--- config.mk ---
export PLATFORM = sky130hd
export DESIGN_NAME = mult_div_unit
export DESIGN_NICKNAME = d
export VERILOG_FILES = /design/src/rtl/mult_div_unit.sv
export SDC_FILE = /design/constraint.sdc
export NUM_CORES = 1
export LEC_CHECK = 0
export BUFFER_PORTS_ARGS = -buffer_cell sky130_fd_sc_hd__buf_4
export CAP_MARGIN = 40
export CORE_AREA = 2 2 188 190
export DETAILED_ROUTE_END_ITERATION = 10
export DIE_AREA = 0 0 190 192
export PLACE_DENSITY_LB_ADDON = 0.12
export SLEW_MARGIN = 20
export SYNTH_ARGS = -nofsm -noshare
export SYNTH_HDL_FRONTEND = slang
export SYNTH_SLANG_ARGS = --single-unit
--- constraint.sdc ---
create_clock -name clk -period 5.7 [get_ports clk]
set_clock_uncertainty 0.1 [all_clocks]
set_input_delay 1.14 -clock clk [delete_from_list [all_inputs] [get_ports clk]]
set_output_delay 1.14 -clock clk [all_outputs]
set_load 0.05 [all_outputs]
--- src/rtl/mult_div_unit.sv ---
// rtl/mult_div_unit.sv - multicycle signed MULT/DIV coprocessor owning HI/LO
`timescale 1ns/1ps
module mult_div_unit #(
  parameter int WIDTH = 32
) (
  input  logic             clk,
  input  logic             reset,
  input  logic             start,
  input  logic             op,
  input  logic [WIDTH-1:0] op_a,
  input  logic [WIDTH-1:0] op_b,
  output logic             busy,
  output logic             done,
  output logic             div_zero,
  output logic [WIDTH-1:0] hi,
  output logic [WIDTH-1:0] lo
);

  localparam int CW = $clog2(WIDTH + 1);

  typedef enum logic [2:0] {IDLE, MULT_RUN, DIV_RUN, FIX, FINISH} state_t;

  state_t               state;
  logic [CW-1:0]        cnt;
  logic                 op_r;
  logic                 dz_r;
  logic                 sign_a;
  logic                 sign_b;
  logic [WIDTH-1:0]     mcand;
  logic [2*WIDTH+1:0]   booth_acc;
  logic [WIDTH-1:0]     rem;
  logic [WIDTH-1:0]     quo;
  logic [WIDTH-1:0]     dvs;

  logic [WIDTH:0]       booth_hi_sum;
  logic [2*WIDTH+1:0]   booth_next;
  logic [WIDTH:0]       div_shifted;
  logic                 div_ge;
  logic [WIDTH-1:0]     rem_next;
  logic [WIDTH-1:0]     quo_next;
  logic [WIDTH-1:0]     abs_a;
  logic [WIDTH-1:0]     abs_b;

  assign abs_a = op_a[WIDTH-1] ? -op_a : op_a;
  assign abs_b = op_b[WIDTH-1] ? -op_b : op_b;

  // Upper partial product carries one guard bit so -2^(W-1) multiplicands cannot overflow.
  always_comb begin
    booth_hi_sum = booth_acc[2*WIDTH+1:WIDTH+1];
    case (booth_acc[1:0])
      2'b01:   booth_hi_sum = booth_acc[2*WIDTH+1:WIDTH+1] + {mcand[WIDTH-1], mcand};
      2'b10:   booth_hi_sum = booth_acc[2*WIDTH+1:WIDTH+1] - {mcand[WIDTH-1], mcand};
      default: booth_hi_sum = booth_acc[2*WIDTH+1:WIDTH+1];
    endcase
    booth_next = {booth_hi_sum[WIDTH], booth_hi_sum, booth_acc[WIDTH:1]};
  end

  always_comb begin
    div_shifted = {rem, quo[WIDTH-1]};
    div_ge      = (div_shifted >= {1'b0, dvs});
    rem_next    = div_ge ? (div_shifted[WIDTH-1:0] - dvs) : div_shifted[WIDTH-1:0];
    quo_next    = {quo[WIDTH-2:0], div_ge};
  end

  always_ff @(posedge clk or negedge reset) begin
    if (!reset) begin
      state     <= IDLE;
      cnt       <= '0;
      op_r      <= 1'b0;
      dz_r      <= 1'b0;
      sign_a    <= 1'b0;
      sign_b    <= 1'b0;
      mcand     <= '0;
      booth_acc <= '0;
      rem       <= '0;
      quo       <= '0;
      dvs       <= '0;
      busy      <= 1'b0;
      done      <= 1'b0;
      div_zero  <= 1'b0;
      hi        <= '0;
      lo        <= '0;
    end else begin
      done     <= 1'b0;
      div_zero <= 1'b0;
      case (state)
        IDLE: begin
          if (start) begin
            op_r      <= op;
            sign_a    <= op_a[WIDTH-1];
            sign_b    <= op_b[WIDTH-1];
            mcand     <= op_a;
            booth_acc <= {{(WIDTH+1){1'b0}}, op_b, 1'b0};
            rem       <= '0;
            quo       <= abs_a;
            dvs       <= abs_b;
            cnt       <= CW'(WIDTH);
            if (op && (op_b == '0)) begin
              dz_r  <= 1'b1;
              state <= FINISH;
            end else begin
              dz_r  <= 1'b0;
              busy  <= 1'b1;
              state <= op ? DIV_RUN : MULT_RUN;
            end
          end
        end
        MULT_RUN: begin
          booth_acc <= booth_next;
          cnt       <= cnt - CW'(1);
          if (cnt == CW'(1)) state <= FINISH;
        end
        DIV_RUN: begin
          rem <= rem_next;
          quo <= quo_next;
          cnt <= cnt - CW'(1);
          if (cnt == CW'(1)) state <= FIX;
        end
        FIX: begin
          if (sign_a ^ sign_b) quo <= -quo;
          if (sign_a) rem <= -rem;
          state <= FINISH;
        end
        FINISH: begin
          done     <= 1'b1;
          busy     <= 1'b0;
          div_zero <= dz_r;
          if (!dz_r) begin
            if (op_r) begin
              hi <= rem;
              lo <= quo;
            end else begin
              hi <= booth_acc[2*WIDTH:WIDTH+1];
              lo <= booth_acc[WIDTH:1];
            end
          end
          state <= IDLE;
        end
        default: state <= IDLE;
      endcase
    end
  end

endmodule
After elaboration in Yosys (flattened, before gate mapping)
Cells that the tools add are included.
{"block": "classes", "reduce_logical": 16, "add_sub_neg": 8, "n_eq_ne": 13, "n_lt_le_gt_ge": 1, "mux": 28, "bitwise_logic": 2}
{"operator": "2-to-1 mux 32 bit", "n": 9}
{"operator": "one-hot mux 32 bit (3 select lines)", "n": 2}
{"operator": "one-hot mux 66 bit (2 select lines)", "n": 1}
{"operator": "negation 32 bit", "n": 4}
{"operator": "2-to-1 mux 66 bit", "n": 1}
{"operator": "one-hot mux 33 bit (2 select lines)", "n": 1}
{"operator": "adder 33 bit", "n": 1}
{"operator": "greater-or-equal comparator 33 x 32 -> 1 bit", "n": 1}
{"operator": "subtractor 33 bit", "n": 1}
{"operator": "zero test 32 bit", "n": 1}
{"operator": "subtractor 32 bit", "n": 1}
{"operator": "2-to-1 mux 3 bit", "n": 4}
{"operator": "inequality test 2 bit (second input constant)", "n": 6}
{"operator": "one-hot mux 3 bit (4 select lines)", "n": 1}
{"operator": "one-hot mux 6 bit (2 select lines)", "n": 1}
{"operator": "AND reduction 3 bit", "n": 4}
{"operator": "AND reduction 2 bit", "n": 4}
{"operator": "== test 3 x 2 -> 1 bit (second input constant)", "n": 2}
{"operator": "== test 6 x 1 -> 1 bit (second input constant)", "n": 1}
{"operator": "2-to-1 mux 6 bit", "n": 1}
{"operator": "nonzero test 2 bit", "n": 3}
{"operator": "subtractor 6 x 1 -> 6 bit (second input constant)", "n": 1}
{"operator": "2-to-1 mux 1 bit", "n": 5}
{"operator": "== test 3 x 1 -> 1 bit (second input constant)", "n": 1}
{"operator": "other kinds (11)", "n": 11}
{"block": "word_totals", "wordCells": 84, "ff_bits": 274, "inputBits": 68}

Depth between registers and ports, before layout
Gate-level depths: netlist of the first run.
{"block": "depth", "depth_word": 5, "mapped_depth": 18}

Least setup slack after synthesis of the first run
No wires, ideal clock.
{"block": "synth_timing", "kind": "reg2reg", "start": "register mcand[11]", "end": "register booth_acc[64]", "setup_time_ns": 0.069, "setup_slack_ns": 1.517, "period_less_slack_ns": 4.183, "path_stages_with_launch": 17, "arrival_time_ns": 4.014, "cell_sequence": "dfrtp_1 or4_1 nor4_1 a21o_1 o21ai_0 xnor2_1 ha_1 and2_1 clkbuf_1 a21o_1 a221oi_1 o21ai_0 a21oi_1 o31ai_1 xor2_1 or4_1 nand3_1"}
{"block": "synth_via", "elab_chain_cells": 3}
{"element": "start, declared", "line": "29", "rtl": "logic [WIDTH-1:0] mcand;"}
{"element": "start signal, assigned", "line": "92", "rtl": "mcand <= op_a;"}
{"element": "subtractor 33 bit / adder 33 bit (equally long branches)", "line": "52, 51"}
{"element": "one-hot mux 33 bit (2 select lines) *", "line": "50", "rtl": "case (booth_acc[1:0])"}
{"element": "one-hot mux 66 bit (2 select lines) *", "line": "86", "rtl": "case (state)"}
{"element": "end signal, assigned", "line": "93", "rtl": "booth_acc <= {{(WIDTH+1){1'b0}}, op_b, 1'b0};"}
{"element": "end signal, assigned", "line": "109", "rtl": "booth_acc <= booth_next;"}
{"element": "end, declared", "line": "30", "rtl": "logic [2*WIDTH+1:0] booth_acc;"}
Mark *: on every way between the ends. The rest lies on a longest branch, timed or not.
A chain may end at the register's enable or synchronous reset.

Final worst setup path of the first run
Ends and elaborated chain as after synthesis.

==> results of run 1 <==
[how the worst max path moves through the flow]
stage | from | cells after the start | slack, ns | endpoint
2_1_floorplan | mcand[11]$_DFFE_PN0P_ | 16 | 1.52 | booth_acc[64]$_DFFE_PN0P_
3_3_place_gp | mcand[11]$_DFFE_PN0P_ | 15 | 1.19 | booth_acc[64]$_DFFE_PN0P_
3_5_place_dp | mcand[11]$_DFFE_PN0P_ | 15 | 1.16 | booth_acc[64]$_DFFE_PN0P_
4_1_cts | mcand[11]$_DFFE_PN0P_ | 15 | 1.13 | booth_acc[64]$_DFFE_PN0P_
5_1_grt | mcand[11]$_DFFE_PN0P_ | 15 | 0.76 | booth_acc[64]$_DFFE_PN0P_
6_report | mcand[11]$_DFFE_PN0P_ | 15 | 1.16 | booth_acc[64]$_DFFE_PN0P_
[cells in the final DEF (no fill, tap or decap), types with 11 or more instances in the layout]
cell type,count
sky130_fd_sc_hd__nand2_1,323
sky130_fd_sc_hd__dfrtp_1,271
sky130_fd_sc_hd__nor2_1,221
sky130_fd_sc_hd__o21ai_0,221
sky130_fd_sc_hd__a21oi_1,202
sky130_fd_sc_hd__buf_4,152
sky130_fd_sc_hd__mux2i_1,99
sky130_fd_sc_hd__xnor2_1,88
sky130_fd_sc_hd__inv_1,72
sky130_fd_sc_hd__ha_1,71
sky130_fd_sc_hd__nand3_1,69
sky130_fd_sc_hd__xor2_1,65
sky130_fd_sc_hd__nor3_1,60
sky130_fd_sc_hd__a31oi_1,52
sky130_fd_sc_hd__a21o_1,40
sky130_fd_sc_hd__clkbuf_16,31
sky130_fd_sc_hd__o31ai_1,25
sky130_fd_sc_hd__or3_1,21
sky130_fd_sc_hd__o211ai_1,21
sky130_fd_sc_hd__nand2b_1,18
sky130_fd_sc_hd__or4_1,18
sky130_fd_sc_hd__and3_1,16
sky130_fd_sc_hd__nand4_1,15
sky130_fd_sc_hd__nor4_1,14
sky130_fd_sc_hd__and2_1,13
sky130_fd_sc_hd__nor2b_1,11
sky130_fd_sc_hd__a211oi_1,11
[layer usage]
layer,vias to the layer above,track usage [%]
met5,-,0
met4,0,11.4
met3,131,3.54
met2,645,51.1
met1,8428,44.1
li1,8381,-
[final cells by class]
type,instances,area [sq um],share of cell area [%]
Clock buffer,43,881,4.17
Clock inverter,12,151,0.716
Inverter,72,270,1.28
Multi-Input combinational cell,1838,11100,52.7
Sequential cell,272,6810,32.2
Tap cell,455,569,2.69
Timing Repair Buffer,162,1310,6.20
[logic make-up (layout without fill, tap and decap cells)]
logic type | Yosys count | after routing | share of synthesized area (%)
AND/OR/NAND/NOR | 845 | 845 | 20.6
AO/OA/AOI/OAI | 665 | 665 | 21.1
flip-flops | 272 | 272 | 36.4
buffers and inverters | 208 | 289 | 4.24
XOR/XNOR | 153 | 153 | 7.16
multiplexers | 101 | 101 | 5.42
adder cells (fa/ha/maj) | 74 | 74 | 5.03
[critical path, stage by stage (launching register included)]
cell and delay, ns:
sky130_fd_sc_hd__dfrtp_1 0.43, sky130_fd_sc_hd__or4_1 0.57, sky130_fd_sc_hd__nor4_1 0.49, sky130_fd_sc_hd__a21o_1 0.30
sky130_fd_sc_hd__o21ai_0 0.14, sky130_fd_sc_hd__xnor2_1 0.16, sky130_fd_sc_hd__ha_1 0.34, sky130_fd_sc_hd__and2_1 0.26
sky130_fd_sc_hd__a21o_1 0.22, sky130_fd_sc_hd__a221oi_1 0.33, sky130_fd_sc_hd__o21ai_0 0.12, sky130_fd_sc_hd__a21oi_1 0.22
sky130_fd_sc_hd__o31ai_1 0.12, sky130_fd_sc_hd__xor2_1 0.17, sky130_fd_sc_hd__or4_1 0.40, sky130_fd_sc_hd__nand3_1 0.09
[state kept, by name, indices dropped and copies added, names as in the netlist, 6 cells and up]
| signal | count |
|---|---|
| dvs | 32 |
| rem | 32 |
| quo | 32 |
| hi | 32 |
| mcand | 31 |
| cnt | 6 |
| lo | 32 |
| booth_acc | 65 |
[stage by stage]
stage          power (mW)  setup WS [ns]  hold slack [ns]
3_5_place_dp         13.3           1.16            0.348
2_1_floorplan        10.7           1.52            0.350
4_1_cts              15.4           1.13            0.356
5_1_grt              16.7          0.764            0.380
3_3_place_gp         13.1           1.19            0.340
6_report             15.5           1.16            0.354
[power by group through the flow]
stage	logic, mW	clock network [mW]	registers, mW
after global routing	10.4	2.15	4.11
after global placement	9.08	0	3.97
after detailed placement	9.28	0	4.01
final	9.43	2.06	4.00
after CTS	9.32	2.08	3.98
after floorplan	6.36	0	4.30
==> parameters.txt, run 1 <==
Parameter                              Value

Run status
  Status    complete, no violations

Global routing
  Global-route wire length before repair    91.2 mm
  Aggregate global routing overflow    0
  Number of antenna violations at the first check in global routing    0
  Maximum number of pins on one net before global-route repair    102
  Number of global-route vias before repair    16300
  Tot GR Track Use    31.7%

Synth
  Synthesized area    18700 sq um
  Number of nets in the synthesized netlist    2460
  Area fraction of the dominant cell type after synthesis    36.4%
  Part of the Yosys area used for sequential elements    36.4%
  Biggest area consumer among synthesized cells    sky130_fd_sc_hd__dfrtp_1
  Async set-or-reset flop fraction in the synthesized netlist    100%
  Most frequent cell after synthesis    sky130_fd_sc_hd__nand2_1
  Number of flops mapped to enable cells by yosys    0
  Number of synthesized register bits    272
  Most used DFF post-synth    sky130_fd_sc_hd__dfrtp_1
  Synthesized instance count    2318
  Distinct cells, synth    74
  Warnings, synthesis    0
  Area contributors post-synth    sky130_fd_sc_hd__dfrtp_1 (36%), sky130_fd_sc_hd__nand2_1 (6.5%), sky130_fd_sc_hd__o21ai_0 (5.9%)
  Mean Syn Cell Area    8.07 sq um
  Most used standard cells in the synthesized netlist    sky130_fd_sc_hd__nand2_1 (323), sky130_fd_sc_hd__dfrtp_1 (272), sky130_fd_sc_hd__nor2_1 (222)

Die
  Die X    190 um
  Height of the die    192 um
  Die ar.    36500 sq um
  Effective utilization at floorplan    54.6%
  # rows    68
  Number of top-level pins    135
  CORE AREA    34300 sq um

Placed design
  Final HPWL from detailed placement    43.0 mm
  Total placed cells including tap cells    2794
  I/O Buffers    134
  Area after detailed placement    20000 sq um
  Routability congestion estimate    0.953

Worst hold path
  End point of the most critical hold path    state[1]$_DFFE_PN0P_
  Min-Delay Path Class    reg2reg
  Startpoint of the tightest hold check path    state[0]$_DFFE_PN0P_
  Hold Path Cell Cnt    1

Detailed routing
  Remaining design rule violation count    0
  Routed wirelength normalized by instance count    20.2 um
  Wire length on met2    26.5 mm
  Antenna Violating Nets Remaining    0
  Top routing layer in use    met4
  Via count of the routed design    17600
  Vias per cell    6.16
  Wire length the detailed router placed on met1    25.5 mm
  DRT iter0 DRCs    1450
  Router iterations before antenna repair    7
  Length of routed met3 wiring    3.49 mm
  Overall routed net length    57.7 mm

Power and ir drop
  VDD IR-drop max    0.409 mV
  Ratio of total power to cell area    733 nW/um^2
  Portion of total power attributed to sequential cells    25.8%
  Internal power consumption    7.61 mW
  Part of the power in the clock network    13.3%
  Lkg Pwr    9.37 nW
  Switching part of the total    50.9%
  Portion of total power attributed to combinational logic    60.9%
  Switching component of the power    7.88 mW

Clock tree
  Latest clock arrival within the worst-skew pair    0.59 ns
  Count of H-tree levels built during CTS    1
  Number of hold buffers added after cts    0
  Total clock buffers created by CTS    31
  Post-CTS resize count    0
  Sink Count    272
  Maximum root-to-sink buffer count    3
  Clock transition time at the flip-flop clock pins of the worst setup and hold paths    0.07 ns
  CTS tree    done
  Number of buffers inserted by post-CTS setup repair    0
  Buffer type at the clock tree root    sky130_fd_sc_hd__clkbuf_16

Final layout
  Non-filler instance count after layout    2854
  Layout cell share with drive strength beyond 1    10.1%
  Post-layout nets    2519
  Layout-stage area growth over the synthesis result    13.0%
  Final design area excluding fillers    21100 sq um
  Filler cell count    3081
  Fin util    61.7%
  Ant diodes    0

STA
  Max-slew violation count    0
  Period minus WS final    4.54 ns
  Remaining max-slew budget at the tightest pin    46.6%
  Sum of negative setup slack    0 ns
  Count of endpoints failing hold in the final timing report    0
  Unrepaired setup endpoints after global routing    false
  Timing-limited maximum frequency    0.220 GHz
  Setup violators final    0
  Least-Margin Pin Slew    0.801 ns
  Crit share post-route    79.6%

Worst setup path
  Required arrival time at the worst endpoint    6.11 ns
  FF-to-FF End    booth_acc[64]$_DFFE_PN0P_
  Startpoint types    flip-flop
  Worst R2R Path Depth    15
  Endpoint arrival time on the critical path    4.95 ns
  Launching point of the worst reg2reg path    mcand[11]$_DFFE_PN0P_
  Maximum fanout encountered on the critical timing path    7
  Reg-to-reg slack, setup    1.16 ns
  Critical Setup Path Class    reg2reg
  Critical Path Sink Type    flip-flop

Flow run
  Max-cap check violation count    0
(Power assumes the default switching activity.)
==> inputs of run 2 (changes only) <==
==> constraint.sdc (replaced) <==
create_clock -name clk -period 3.75 [get_ports clk]
set_clock_uncertainty 0.1 [all_clocks]
set_input_delay 0.75 -clock clk [delete_from_list [all_inputs] [get_ports clk]]
set_output_delay 0.75 -clock clk [all_outputs]
set_load 0.05 [all_outputs]
==> parameters.txt, run 2 (synthesis results as in run 1) <==
Parameter                              Value

Run status
  Status    finished, violations left
  Failing checks    negative setup slack

Power and ir drop
  VDD IR-drop max    0.805 mV
  Portion of total power attributed to sequential cells    24.3%
  Switching part of the total    50.0%
  Portion of total power attributed to combinational logic    62.9%
  Part of the power in the clock network    12.8%
  Ratio of total power to cell area    1130 nW/um^2
  Lkg Pwr    9.86 nW
  Internal power consumption    12.5 mW
  Switching component of the power    12.5 mW
  Design Power    25.0 mW

Global routing
  Global-route wire length before repair    93.3 mm
  Number of antenna violations at the first check in global routing    0
  Number of global-route vias before repair    16800
  Aggregate global routing overflow    0
  Tot GR Track Use    32.2%
  Maximum number of pins on one net before global-route repair    129

Final layout
  Highest-count cells in the layout ignoring fill and taps    sky130_fd_sc_hd__nand2_1 (323), sky130_fd_sc_hd__dfrtp_1 (271), sky130_fd_sc_hd__buf_4 (233)
  Ant diodes    0
  Largest register by flop count    booth_acc
  Layout-stage area growth over the synthesis result    17.8%
  Number of flip-flops in the largest register    65
  Layout cell share with drive strength beyond 1    14.9%
  Filler cell count    3000
  Leading cell type in the layout, fill and taps excluded    sky130_fd_sc_hd__nand2_1
  Post-layout nets    2599

Worst setup path
  Startpoint types    flip-flop
  Endpoint arrival time on the critical path    4.23 ns
  Critical Path Sink Type    flip-flop
  Critical Setup Path Class    reg2reg
  Required arrival time at the worst endpoint    4.15 ns
  Maximum fanout encountered on the critical timing path    4

Die
  CORE AREA    34300 sq um
  # rows    68
  Die X    190 um
  Effective utilization at floorplan    54.6%
  Number of top-level pins    135
  Die ar.    36500 sq um
  Height of the die    192 um

Clock tree
  Latest clock arrival within the worst-skew pair    0.58 ns
  CTS tree    done
  Buffer type at the clock tree root    sky130_fd_sc_hd__clkbuf_16
  Count of H-tree levels built during CTS    1
  Number of hold buffers added after cts    0
  Clock transition time at the flip-flop clock pins of the worst setup and hold paths    0.07 ns
  Maximum root-to-sink buffer count    3
  Total clock buffers created by CTS    31
  Sink Count    272

Detailed routing
  Antenna Violating Nets Remaining    0
  Via count of the routed design    18000
  Remaining design rule violation count    0
  Wire length on met2    27.8 mm
  Router iterations before antenna repair    6
  Wire length the detailed router placed on met1    26.0 mm
  Top routing layer in use    met4
  DRT iter0 DRCs    1506
  Vias per cell    6.12
  Routed wirelength normalized by instance count    20.2 um
  Length of routed met3 wiring    3.48 mm
  Overall routed net length    59.2 mm

STA
  Worst hold margin    0.0320 ns
  Count of endpoints failing hold in the final timing report    0
  Setup violators final    1
  Period minus WS final    3.82 ns
  Timing-limited maximum frequency    0.262 GHz
  Least-Margin Pin Slew    0.828 ns
  Remaining max-slew budget at the tightest pin    44.8%
  Smallest setup slack after layout    -0.0712 ns
  Max-slew violation count    0
  Crit share post-route    102%
  Unrepaired setup endpoints after global routing    true

Placed design
  I/O Buffers    134
  Routability congestion estimate    0.930
  Final HPWL from detailed placement    44.4 mm

Worst hold path
  Min-Delay Path Class    in2async

Flow run
  Max-cap check violation count    0
run 2: cell count changes in the layout (fill, tap and decap cells not counted), moves of 7 or more:
| cell | previous run | this run |
|---|---|---|
| sky130_fd_sc_hd__o21ai_1 | 6 | 14 |
| sky130_fd_sc_hd__a21oi_2 | 0 | 7 |
| sky130_fd_sc_hd__buf_4 | 152 | 233 |
| sky130_fd_sc_hd__a21oi_1 | 202 | 195 |
| sky130_fd_sc_hd__o21ai_0 | 221 | 209 |
run 2: repair_timing:
item,in CTS,in global routing
pin swaps,3,34
setup endpoints to repair,8,14
buffers inserted,1,9
resized for setup,7,50
endpoints found under the hold margin,0,0
run 2: per-stage QoR:
step           setup TNS [ns]  setup WS [ns]  cell area [sq um]  instances  util, %
6_report              -0.0712        -0.0712              22000       2936     64.3
5_1_grt                 -1.11         -0.200              22000       2936     64.3
4_1_cts               -0.0668        -0.0619              21700       2926     63.4
3_5_place_dp           -0.434         -0.123              20600       2868     60.2
3_3_place_gp           -0.157        -0.0365              20600       2868     60.2
2_1_floorplan               0        0.00412              18700       2318        -
run 2: power groups by stage:
stage	clock network, mW	logic, mW	registers (mW)
2_1_floorplan	0	9.69	6.54
3_3_place_gp	0	14.8	5.99
3_5_place_dp	0	15.0	6.03
4_1_cts	3.24	15.1	6.00
5_1_grt	3.36	17.2	6.20
6_report	3.21	15.7	6.06
run 2: layout make-up:
| type | count | area (sq um) | share of cell area [%] |
|---|---|---|---|
| timing repair buffer | 242 | 1910 | 8.69 |
| sequential | 272 | 6810 | 30.9 |
| clock inverter | 14 | 176 | 0.801 |
| inverter | 72 | 270 | 1.23 |
| clock buffer | 43 | 901 | 4.09 |
| multi-input combinational | 1838 | 11400 | 51.7 |
| tap | 455 | 569 | 2.58 |
run 2: final timing paths:
path,from,end,slack [ns],cells after the start
worst max-delay path,mcand[11]$_DFFE_PN0P_,booth_acc[64]$_DFFE_PN0P_,-0.07,16
worst min-delay path,reset,mcand[21]$_DFFE_PN0P_,0.03,1
worst max register to register,mcand[11]$_DFFE_PN0P_,booth_acc[64]$_DFFE_PN0P_,-0.07,16
worst min register to register,dvs[14]$_DFFE_PN0P_,dvs[14]$_DFFE_PN0P_,0.38,2
max in group asynchronous,reset,booth_acc[63]$_DFFE_PN0P_,2.64,2
min in group clk,op_a[15],mcand[15]$_DFFE_PN0P_,0.29,3
run 2: routing by layer:
layer / track usage (%) / vias to the layer above
met1: 44.2 / 8620
met4: 9.90 / 0
met3: 3.38 / 117
met2: 53.8 / 679
met5: 0 / -
li1: - / 8540
run 2: worst max-delay path, stage by stage (launching register included):
cell	delay, ns
sky130_fd_sc_hd__dfrtp_1	0.38
sky130_fd_sc_hd__or4_4	0.57
sky130_fd_sc_hd__nor4_4	0.17
sky130_fd_sc_hd__buf_4	0.16
sky130_fd_sc_hd__and4b_2	0.25
sky130_fd_sc_hd__nand3b_1	0.12
sky130_fd_sc_hd__nor4_1	0.23
sky130_fd_sc_hd__nor2_1	0.11
sky130_fd_sc_hd__xnor2_2	0.16
sky130_fd_sc_hd__ha_1	0.34
sky130_fd_sc_hd__o21ai_0	0.25
sky130_fd_sc_hd__a21oi_1	0.07
sky130_fd_sc_hd__nor2_1	0.10
sky130_fd_sc_hd__o31ai_1	0.09
sky130_fd_sc_hd__xor2_1	0.16
sky130_fd_sc_hd__or4_1	0.41
sky130_fd_sc_hd__nand3_1	0.08
==> inputs of run 3 (changes only) <==
--- a/config.mk
+++ b/config.mk
@@ -5,11 +5,11 @@
 export SDC_FILE = /design/constraint.sdc
 export NUM_CORES = 1
 export LEC_CHECK = 0
-export BUFFER_PORTS_ARGS = -buffer_cell sky130_fd_sc_hd__buf_4
 export CAP_MARGIN = 40
 export CORE_AREA = 2 2 188 190
 export DETAILED_ROUTE_END_ITERATION = 10
 export DIE_AREA = 0 0 190 192
+export DONT_BUFFER_PORTS = 1
 export PLACE_DENSITY_LB_ADDON = 0.12
 export SLEW_MARGIN = 20
 export SYNTH_ARGS = -nofsm -noshare
==> parameters.txt, run 3 (synthesis results as in run 1) <==
Parameter                              Value

Run status
  Status    finished, violations left
  Failing checks    negative hold slack, negative setup slack

Global routing
  Number of global-route vias before repair    16300
  Aggregate global routing overflow    0
  Tot GR Track Use    31.5%
  Number of antenna violations at the first check in global routing    0
  Global-route wire length before repair    90.2 mm
  Maximum number of pins on one net before global-route repair    273

Placed design
  Final HPWL from detailed placement    43.2 mm
  I/O Buffers    0
  Routability congestion estimate    0.929
  Area after detailed placement    19700 sq um

Detailed routing
  Vias per cell    6.15
  Via count of the routed design    17300
  Top routing layer in use    met4
  Routed wirelength normalized by instance count    20.6 um
  Router iterations before antenna repair    8
  Wire length the detailed router placed on met1    25.2 mm
  Overall routed net length    58.1 mm
  Wire length on met2    26.8 mm
  Antenna Violating Nets Remaining    0
  Length of routed met3 wiring    3.73 mm
  Remaining design rule violation count    0
  DRT iter0 DRCs    1308

Die
  Die X    190 um
  CORE AREA    34300 sq um
  Number of top-level pins    135
  Die ar.    36500 sq um
  Effective utilization at floorplan    54.6%
  Height of the die    192 um
  # rows    68

Worst setup path
  Startpoint types    flip-flop
  FF-to-FF End    booth_acc[64]$_DFFE_PN0P_
  Reg-to-reg slack, setup    -0.05 ns
  Launching point of the worst reg2reg path    mcand[11]$_DFFE_PN0P_
  Maximum fanout encountered on the critical timing path    5
  Worst R2R Path Depth    15
  Required arrival time at the worst endpoint    4.11 ns
  Critical Path Sink Type    flip-flop
  Critical Setup Path Class    reg2reg
  Endpoint arrival time on the critical path    4.16 ns

STA
  Count of endpoints failing hold in the final timing report    272
  Unrepaired setup endpoints after global routing    true
  Timing-limited maximum frequency    0.263 GHz
  Crit share post-route    101%
  Remaining max-slew budget at the tightest pin    46.4%
  Smallest setup slack after layout    -0.0500 ns
  Worst hold margin    -0.185 ns
  Least-Margin Pin Slew    0.794 ns
  Period minus WS final    3.80 ns
  Max-slew violation count    0
  Setup violators final    1

Final layout
  Leading cell type in the layout, fill and taps excluded    sky130_fd_sc_hd__nand2_1
  Largest register by flop count    booth_acc
  Ant diodes    0
  Filler cell count    3067
  Highest-count cells in the layout ignoring fill and taps    sky130_fd_sc_hd__nand2_1 (323), sky130_fd_sc_hd__dfrtp_1 (269), sky130_fd_sc_hd__nor2_1 (219)
  Area of the multi-input gates    11300 sq um
  Layout-stage area growth over the synthesis result    12.5%
  Number of flip-flops in the largest register    65
  Sequential cell area    6810 sq um
  Post-layout nets    2476
  Layout cell share with drive strength beyond 1    10.1%
  Final design area excluding fillers    21100 sq um

Power and ir drop
  Ratio of total power to cell area    1160 nW/um^2
  Lkg Pwr    9.25 nW
  VDD IR-drop max    0.654 mV

Clock tree
  CTS tree    done
  Total clock buffers created by CTS    34
  Maximum root-to-sink buffer count    3
  Sink Count    272
  Count of H-tree levels built during CTS    2
  Clock transition time at the flip-flop clock pins of the worst setup and hold paths    0.06 ns
  Buffer type at the clock tree root    sky130_fd_sc_hd__clkbuf_16
  Latest clock arrival within the worst-skew pair    0.54 ns

Flow run
  Max-cap check violation count    0

Worst hold path
  Min-Delay Path Class    in2async
==> run 3: changes by cell type in the layout (fill, tap and decap cells not counted), moves of 3 or more <==
cell / change
sky130_fd_sc_hd__buf_4: -123
sky130_fd_sc_hd__clkbuf_16: +4
sky130_fd_sc_hd__bufinv_16: -3
sky130_fd_sc_hd__clkinv_2: -3
sky130_fd_sc_hd__o21ai_2: -3
==> run 3: worst max path at each step <==
| stage | endpoint | from | cells after the start | slack, ns |
|---|---|---|---|---|
| floorplan | booth_acc[64]$_DFFE_PN0P_ | mcand[11]$_DFFE_PN0P_ | 16 | 0.004 |
| global placement | booth_acc[64]$_DFFE_PN0P_ | mcand[9]$_DFFE_PN0P_ | 14 | 0.008 |
| detailed placement | booth_acc[64]$_DFFE_PN0P_ | mcand[11]$_DFFE_PN0P_ | 15 | -0.09 |
| CTS | booth_acc[64]$_DFFE_PN0P_ | mcand[11]$_DFFE_PN0P_ | 15 | -0.04 |
| global route | booth_acc[63]$_DFFE_PN0P_ | mcand[11]$_DFFE_PN0P_ | 16 | -0.22 |
| finish | booth_acc[64]$_DFFE_PN0P_ | mcand[11]$_DFFE_PN0P_ | 15 | -0.05 |
==> run 3: repair_timing <==
| action | CTS | global route |
|---|---|---|
| buffers inserted | 2 | 5 |
| hold endpoints to repair | 272 | 272 |
| pin swaps | 6 | 14 |
| resized for setup | 4 | 39 |
| setup endpoints to repair | 5 | 15 |
==> run 3: metal layers <==
layer | global-route usage [%] | vias up
li1 | - | 8286
met1 | 41.9 | 8349
met2 | 50.9 | 534
met3 | 5.74 | 119
met4 | 12.8 | 0
met5 | 0 | -
==> run 3: layout make-up <==
class | instances | share of cell area (%)
clock buffer | 46 | 4.74
tap | 455 | 2.70
sequential | 272 | 32.4
timing repair buffer | 116 | 4.48
multi-input combinational | 1838 | 53.8
clock inverter | 14 | 0.636
inverter | 72 | 1.28
==> run 3: power by group <==
part | total [mW] | internal (mW) | switching [mW]
registers | 7.29 | 4.28 | 3.01
logic | 13.7 | 5.86 | 7.85
clock network | 3.32 | 1.96 | 1.37
==> run 3: worst max-delay path: stages (launching register included) <==
cell                       delay (ns)
sky130_fd_sc_hd__dfrtp_1         0.37
sky130_fd_sc_hd__or4_4           0.58
sky130_fd_sc_hd__nor4_4          0.18
sky130_fd_sc_hd__buf_4           0.17
sky130_fd_sc_hd__a31oi_2         0.10
sky130_fd_sc_hd__xnor2_2         0.17
sky130_fd_sc_hd__ha_1            0.32
sky130_fd_sc_hd__and2_4          0.19
sky130_fd_sc_hd__a21o_1          0.17
sky130_fd_sc_hd__a221oi_2        0.31
sky130_fd_sc_hd__o21ai_1         0.13
sky130_fd_sc_hd__a21oi_2         0.22
sky130_fd_sc_hd__o31ai_2         0.09
sky130_fd_sc_hd__xor2_1          0.15
sky130_fd_sc_hd__or4_1           0.40
sky130_fd_sc_hd__nand3_1         0.08
==> run 3: per-stage QoR <==
stage / cells / power (mW) / util, % / setup slack (ns) / TNS (ns)
2_1_floorplan: 2318 / 16.2 / - / 0.00412 / 0
3_3_place_gp: 2742 / 20.2 / 57.3 / 0.00807 / 0
3_5_place_dp: 2743 / 20.5 / 57.3 / -0.0878 / -0.227
4_1_cts: 2805 / 23.9 / 60.7 / -0.0448 / -0.128
5_1_grt: 2813 / 26.1 / 61.4 / -0.215 / -0.738
6_report: 2813 / 24.3 / 61.4 / -0.0500 / -0.0500
